**config.mk**
```make
export PLATFORM = sky130hd
export DESIGN_NAME = mainm_arbiter
export DESIGN_NICKNAME = d
export VERILOG_FILES = /design/src/rtl/mainm_arbiter_pkg.sv /design/src/rtl/mainm_arbiter_rr_pick.sv /design/src/rtl/mainm_arbiter.sv
export SDC_FILE = /design/constraint.sdc
export NUM_CORES = 1
export LEC_CHECK = 0
export CORE_MARGIN = 2
export CORE_UTILIZATION = 43
export CTS_CLUSTER_SIZE = 16
export DETAILED_ROUTE_END_ITERATION = 10
export GPL_ROUTABILITY_DRIVEN = 0
export PLACE_DENSITY = 0.81
export RECOVER_POWER = 100
export REMOVE_ABC_BUFFERS = 1
export SETUP_SLACK_MARGIN = 0.02
export SLEW_MARGIN = 20
export SYNTH_ARGS = -nofsm -noshare
export SYNTH_HDL_FRONTEND = slang
export SYNTH_SLANG_ARGS = --single-unit
```
**constraint.sdc**
```tcl
create_clock -name clk -period 2.7 [get_ports clk]
set_input_delay 0.27 -clock clk [delete_from_list [all_inputs] [get_ports clk]]
set_output_delay 0.27 -clock clk [all_outputs]
set_load 0.01 [all_outputs]
```
**src/rtl/mainm_arbiter_pkg.sv**
```systemverilog
// Shared encodings for the two-master main-memory arbiter: FSM states,
// abort data pattern and one-hot grant values.
package mainm_arbiter_pkg;

  typedef enum logic [1:0] {
    ARB_IDLE = 2'd0,
    ARB_BUSY = 2'd1,
    ARB_GAP  = 2'd2
  } arb_state_t;

  localparam logic [31:0] ARB_ABORT_DATA = 32'hFFFF_FFFF;

  localparam logic [1:0] GRANT_NONE = 2'b00;
  localparam logic [1:0] GRANT_M0   = 2'b01;
  localparam logic [1:0] GRANT_M1   = 2'b10;

  function automatic logic [1:0] grant_onehot(input logic owner);
    return owner ? GRANT_M1 : GRANT_M0;
  endfunction

endpackage

```
**src/rtl/mainm_arbiter_rr_pick.sv**
```systemverilog
// Combinational 2-requester picker: the only requester wins, otherwise the
// master not served last (or master 0 when fixed priority is selected).
module arb_rr_pick (
  input  logic [1:0] req,
  input  logic       last,
  input  logic       fixed_prio,
  output logic       winner,
  output logic       valid
);

  always_comb begin
    valid  = |req;
    winner = 1'b0;
    case (req)
      2'b10:   winner = 1'b1;
      2'b11:   winner = fixed_prio ? 1'b0 : ~last;
      default: winner = 1'b0;
    endcase
  end

endmodule

```
**src/rtl/mainm_arbiter.sv**
```systemverilog
// Two-master arbiter for the main-memory port: one transaction per grant,
// burst-aware, with a watchdog that force-completes hung transactions.
module mainm_arbiter
  import mainm_arbiter_pkg::*;
#(
  parameter int unsigned TIMEOUT_CYCLES = 4096,
  parameter bit          FIXED_PRIO     = 1'b0
) (
  input  logic        clk,
  input  logic        rst,
  input  logic [31:0] m0_a,
  input  logic [31:0] m0_d,
  input  logic        m0_we,
  input  logic        m0_rd,
  input  logic        m0_burst_en,
  input  logic [7:0]  m0_burst_length,
  input  logic [31:0] m1_a,
  input  logic [31:0] m1_d,
  input  logic        m1_we,
  input  logic        m1_rd,
  input  logic        m1_burst_en,
  input  logic [7:0]  m1_burst_length,
  output logic [31:0] m0_spo,
  output logic        m0_ready,
  output logic [31:0] m1_spo,
  output logic        m1_ready,
  output logic [31:0] mem_a,
  output logic [31:0] mem_d,
  output logic        mem_we,
  output logic        mem_rd,
  output logic        mem_burst_en,
  output logic [7:0]  mem_burst_length,
  input  logic [31:0] mem_spo,
  input  logic        mem_ready,
  output logic [1:0]  grant,
  output logic        timeout_err
);

  localparam logic [31:0] WDOG_LAST = 32'(TIMEOUT_CYCLES - 1);

  arb_state_t  state_reg, state_next;
  logic        owner_reg, owner_next;
  logic        last_reg, last_next;
  logic [1:0]  grant_reg, grant_next;
  logic [31:0] a_reg, a_next, d_reg, d_next;
  logic        we_reg, we_next, rd_reg, rd_next;
  logic        burst_en_reg, burst_en_next;
  logic [7:0]  burst_len_reg, burst_len_next;
  logic [7:0]  beat_reg, beat_next;
  logic [31:0] wdog_reg, wdog_next;
  logic [31:0] spo0_reg, spo0_next, spo1_reg, spo1_next;

  logic        pick_winner, pick_valid;
  logic        last_beat, abort, beat_fire;
  logic [7:0]  len_eff;
  logic [31:0] beat_data;

  arb_rr_pick u_pick (
    .req        ({m1_rd | m1_we, m0_rd | m0_we}),
    .last       (last_reg),
    .fixed_prio (FIXED_PRIO),
    .winner     (pick_winner),
    .valid      (pick_valid)
  );

  assign len_eff   = (burst_len_reg == 8'd0) ? 8'd1 : burst_len_reg;
  assign last_beat = !burst_en_reg || (({1'b0, beat_reg} + 9'd1) == {1'b0, len_eff});

  always_comb begin
    state_next     = state_reg;
    owner_next     = owner_reg;
    last_next      = last_reg;
    grant_next     = grant_reg;
    a_next         = a_reg;
    d_next         = d_reg;
    we_next        = we_reg;
    rd_next        = rd_reg;
    burst_en_next  = burst_en_reg;
    burst_len_next = burst_len_reg;
    beat_next      = beat_reg;
    wdog_next      = wdog_reg;
    abort          = 1'b0;
    case (state_reg)
      ARB_IDLE: begin
        if (pick_valid) begin
          state_next     = ARB_BUSY;
          owner_next     = pick_winner;
          grant_next     = grant_onehot(pick_winner);
          a_next         = pick_winner ? m1_a : m0_a;
          d_next         = pick_winner ? m1_d : m0_d;
          we_next        = pick_winner ? m1_we : m0_we;
          rd_next        = pick_winner ? m1_rd : m0_rd;
          burst_en_next  = pick_winner ? m1_burst_en : m0_burst_en;
          burst_len_next = pick_winner ? m1_burst_length : m0_burst_length;
          beat_next      = 8'd0;
          wdog_next      = 32'd0;
        end
      end
      ARB_BUSY: begin
        if (mem_ready) begin
          beat_next = beat_reg + 8'd1;
          wdog_next = 32'd0;
          if (last_beat) state_next = ARB_GAP;
        end else if ((TIMEOUT_CYCLES != 0) && (wdog_reg == WDOG_LAST)) begin
          abort      = 1'b1;
          state_next = ARB_GAP;
        end else begin
          wdog_next = wdog_reg + 32'd1;
        end
      end
      ARB_GAP: begin
        last_next  = owner_reg;
        grant_next = GRANT_NONE;
        state_next = ARB_IDLE;
      end
      default: state_next = ARB_IDLE;
    endcase
  end

  // A real memory beat takes precedence over the abort pattern.
  assign beat_fire = (state_reg == ARB_BUSY) && (mem_ready || abort);
  assign beat_data = mem_ready ? mem_spo : ARB_ABORT_DATA;
  assign m0_ready  = beat_fire && !owner_reg;
  assign m1_ready  = beat_fire && owner_reg;
  assign spo0_next = m0_ready ? beat_data : spo0_reg;
  assign spo1_next = m1_ready ? beat_data : spo1_reg;
  assign m0_spo    = spo0_next;
  assign m1_spo    = spo1_next;

  assign timeout_err      = abort;
  assign grant            = grant_reg;
  assign mem_a            = a_reg;
  assign mem_d            = d_reg;
  assign mem_we           = (state_reg == ARB_BUSY) && we_reg;
  assign mem_rd           = (state_reg == ARB_BUSY) && rd_reg && !we_reg;
  assign mem_burst_en     = (state_reg == ARB_BUSY) && burst_en_reg;
  assign mem_burst_length = burst_len_reg;

  always_ff @(posedge clk) begin
    if (rst) begin
      state_reg     <= ARB_IDLE;
      owner_reg     <= 1'b0;
      last_reg      <= 1'b1;
      grant_reg     <= GRANT_NONE;
      a_reg         <= 32'd0;
      d_reg         <= 32'd0;
      we_reg        <= 1'b0;
      rd_reg        <= 1'b0;
      burst_en_reg  <= 1'b0;
      burst_len_reg <= 8'd0;
      beat_reg      <= 8'd0;
      wdog_reg      <= 32'd0;
      spo0_reg      <= 32'd0;
      spo1_reg      <= 32'd0;
    end else begin
      state_reg     <= state_next;
      owner_reg     <= owner_next;
      last_reg      <= last_next;
      grant_reg     <= grant_next;
      a_reg         <= a_next;
      d_reg         <= d_next;
      we_reg        <= we_next;
      rd_reg        <= rd_next;
      burst_en_reg  <= burst_en_next;
      burst_len_reg <= burst_len_next;
      beat_reg      <= beat_next;
      wdog_reg      <= wdog_next;
      spo0_reg      <= spo0_next;
      spo1_reg      <= spo1_next;
    end
  end

endmodule

```
==> reports/metrics.cfg <==
[synthesis]
yosysMostFrequentCell = dfxtp_1
async_reset_ff_frac = 0
synth_flop_cell = dfxtp_1
synth_edf_count = 0
yosysUniqueCellTypes = 57
syn_area_sq_um = 7765
ys_ff_latch = 185
syn_area_per_cell_sq_um = 9.718
yosys.area_share.simple = 0.2217
synth.mux.area_fraction = 0.005479
synthXorXnorAreaFrac = 0.03722
ys.warnings.count = 0
synthTopCellsByCount = dfxtp_1 (185), nor2_1 (123), a222oi_1 (73), and2b_1 (58), clkbuf_1 (48)
syn_inst = 799
yosysTopAreaCell = dfxtp_1
synth-compound-area-share = 0.2138
netlist_top_cells_area = dfxtp_1 (48%), a222oi_1 (9.4%), nor2_1 (5.9%), o22a_2 (5.7%), and2b_1 (5.6%)
synth_top_family_by_area = simple AND/OR/NAND/NOR gates
synthAdderAreaFrac = 0.003223
yosys.area.top_type_share = 0.4770
yosysSeqAreaShare = 0.4770

[min_path]
hold_class = primary input to flip-flop
hold-path-cell-count = 2

[layout]
layout-drive-gt1-share = 0.1925
stdcell_area_sq_um = 12320
diodes = 0
areaGrowthSynthToFinish_pct = 58.68
nNetsFinal = 1322

[grt]
grt_max_degree = 92
first_global_vias = 7598
antenna_found_initial = 0
grt_pass1_wl_um = 41780
gr-total-overflow = 0
grt_use_total = 0.2733

[routing]
route.met3.wl_um = 2042
via_per_inst = 5.683
wl_per_cell_um = 19.96
firstDrtPassIters = 11
routed.top_layer = met4
route.met2.wl_um = 13940
drtIter0Drc = 781
wl_um = 27480
wl_met1_um = 10770
vias = 7825
antenna_left = 0
drc_errors = 0

[critical_path]
start_kind = flip-flop
cp_slowest_cell = or4_4
r2r_slack_ns = 0.08
crit_fanout = 13
worstRegToRegCells = 5
arrival_ns = 2.52
cp_slowest_stage_delay_ns = 0.45
criticalPathCategory = flip-flop to output pin
crit_chain = ha_4, nand3_4, or4_4, nor3_4, buf_6, o211a_4, buf_12, o22a_2, clkdlybuf4s15_2
end_kind = output pin
crit_required_ns = 2.43

[clock_network]
clkLatencyLatePin_ns = 0.44
clock_sinks = 185
htreeDepth = 4
cts_tree = built
cts_made_buffers = 17
cts_root_buffer = clkbuf_16
holdBufCountCts = 0
path_clk_slew_ns = 0.07
clock_path_buffers = 2

[timing]
tightest_slew_ns = 1.213
maxSlewViolCount = 0
hold_viol_final = 0
period_needed_ns = 2.792
min_period_over_period = 1.034
max_slew_margin = 0.1911
finalSetupViolCount = 25
worst_slack_ns = -0.09218
max_freq_mhz = 358.1
rsz0062_at_grt = yes
skew_ns = 0.01611

[power_and_ir_drop]
p_leak_nw = 5.037
power.density_nw_per_um2 = 589.0
ir_drop_v = 0.0004639

[floorplanning]
io_pins = 329
fp.dieArea_sq_um = 19150
coreArea_sq_um = 17840
die_x_um = 138.4
row_count = 49
die_h_um = 138.4
start_util = 0.4352

[run_status]
violations = negative setup slack
status = finished, violations left

[placed_design]
port_buffers = 328
placed_area_sq_um = 11390
hpwl_um = 18820
post-place-ws_ns = 0.06650

[run]
cap_violations = 0

## worst max-delay path, delay by kind of cell, from the launching register on
family	cells	cell delay, ns
adders and majority gates	1	0.15
DFF	1	0.35
buffers and inverters	3	0.51
AOI/OAI and AO/OA	2	0.36
and+or+nand+nor	3	0.72
## per-stage QoR
| stage | instances | TNS [ns] | hold slack [ns] | power, mW | utilization |
|---|---|---|---|---|---|
| 2_1_floorplan | 735 | -18.92 | 0.3391 | 3.743 | - |
| 3_3_place_gp | 1326 | 0 | 0.4603 | 4.713 | 0.6382 |
| 3_5_place_dp | 1326 | 0 | 0.4788 | 4.740 | 0.6382 |
| 4_1_cts | 1373 | -2.108 | 0.06526 | 7.260 | 0.6804 |
| 5_1_grt | 1377 | -3.982 | 0.08733 | 7.529 | 0.6907 |
| 6_report | 1377 | -1.164 | 0.08139 | 7.258 | 0.6907 |
## routing by layer
layer | global-route usage | vias to the layer above
met3 | 0.07447 | 59
met4 | 0.08271 | 0
met1 | 0.3357 | 3747
met5 | 0 | -
met2 | 0.4693 | 336
li1 | - | 3683
## area by class of cell
cell class	count	area, sq um
clock inverters	15	153.9
multi-input cells	542	3920
flip-flops and latches	185	3712
well taps	229	286.5
repair buffers	381	3794
fillers	1357	5519
clock buffers	17	425.4
inverters	8	30.03
## where the power goes
part | switching [mW] | internal (mW) | leakage [nW] | total [mW]
clock network | 1.20 | 1.31 | 0.277 | 2.51
registers | 0.107 | 2.91 | 1.52 | 3.02
logic | 0.774 | 0.959 | 3.24 | 1.73
total | 2.08 | 5.18 | 5.04 | 7.26
## path summary, 6_finish.rpt
kind / from / endpoint
hold reg to reg: wdog_reg[31] / wdog_reg[31]
setup reg to reg: state_reg[1] / mem_d[4]
hold / removal: rst / grant[1]
setup / recovery: wdog_reg[0] / m1_spo[16]
## cells in the final DEF, fill, tap and decap left out, types with 9 or more instances in the layout
cell type	synthesis	final
xor2_1	9	9
nor4_1	13	13
dfxtp_1	185	178
o22a_2	44	24
nand4_1	10	10
nor2b_1	10	10
buf_6	6	49
and2b_1	58	58
o22a_4	0	20
buf_2	0	23
nand3_1	21	20
buf_4	2	33
o21ai_0	14	14
xnor2_1	24	24
nand2_1	28	26
a222oi_1	73	73
dlygate4sd3_1	0	75
o22a_1	20	20
nor3_1	19	19
clkbuf_16	0	17
a21oi_1	12	12
nor2_1	123	123
clkdlybuf4s50_1	0	185
## cells by family after synthesis
family                   Yosys count
flip-flops                       185
AO/OA/AOI/OAI                    183
adder cells (fa/ha/maj)            2
XOR/XNOR                          33
multiplexers                       4
buffers and inverters             72
AND/OR/NAND/NOR                  320
## repair_timing
| item | CTS | global route |
|---|---|---|
| endpoints found under the setup margin | 67 | 66 |
| buffers inserted | 12 | 6 |
| resized for setup | 325 | 32 |
| pin swaps | 3 | 5 |
| gates cloned | 3 | 0 |
Power figures use the tool's default switching activity.
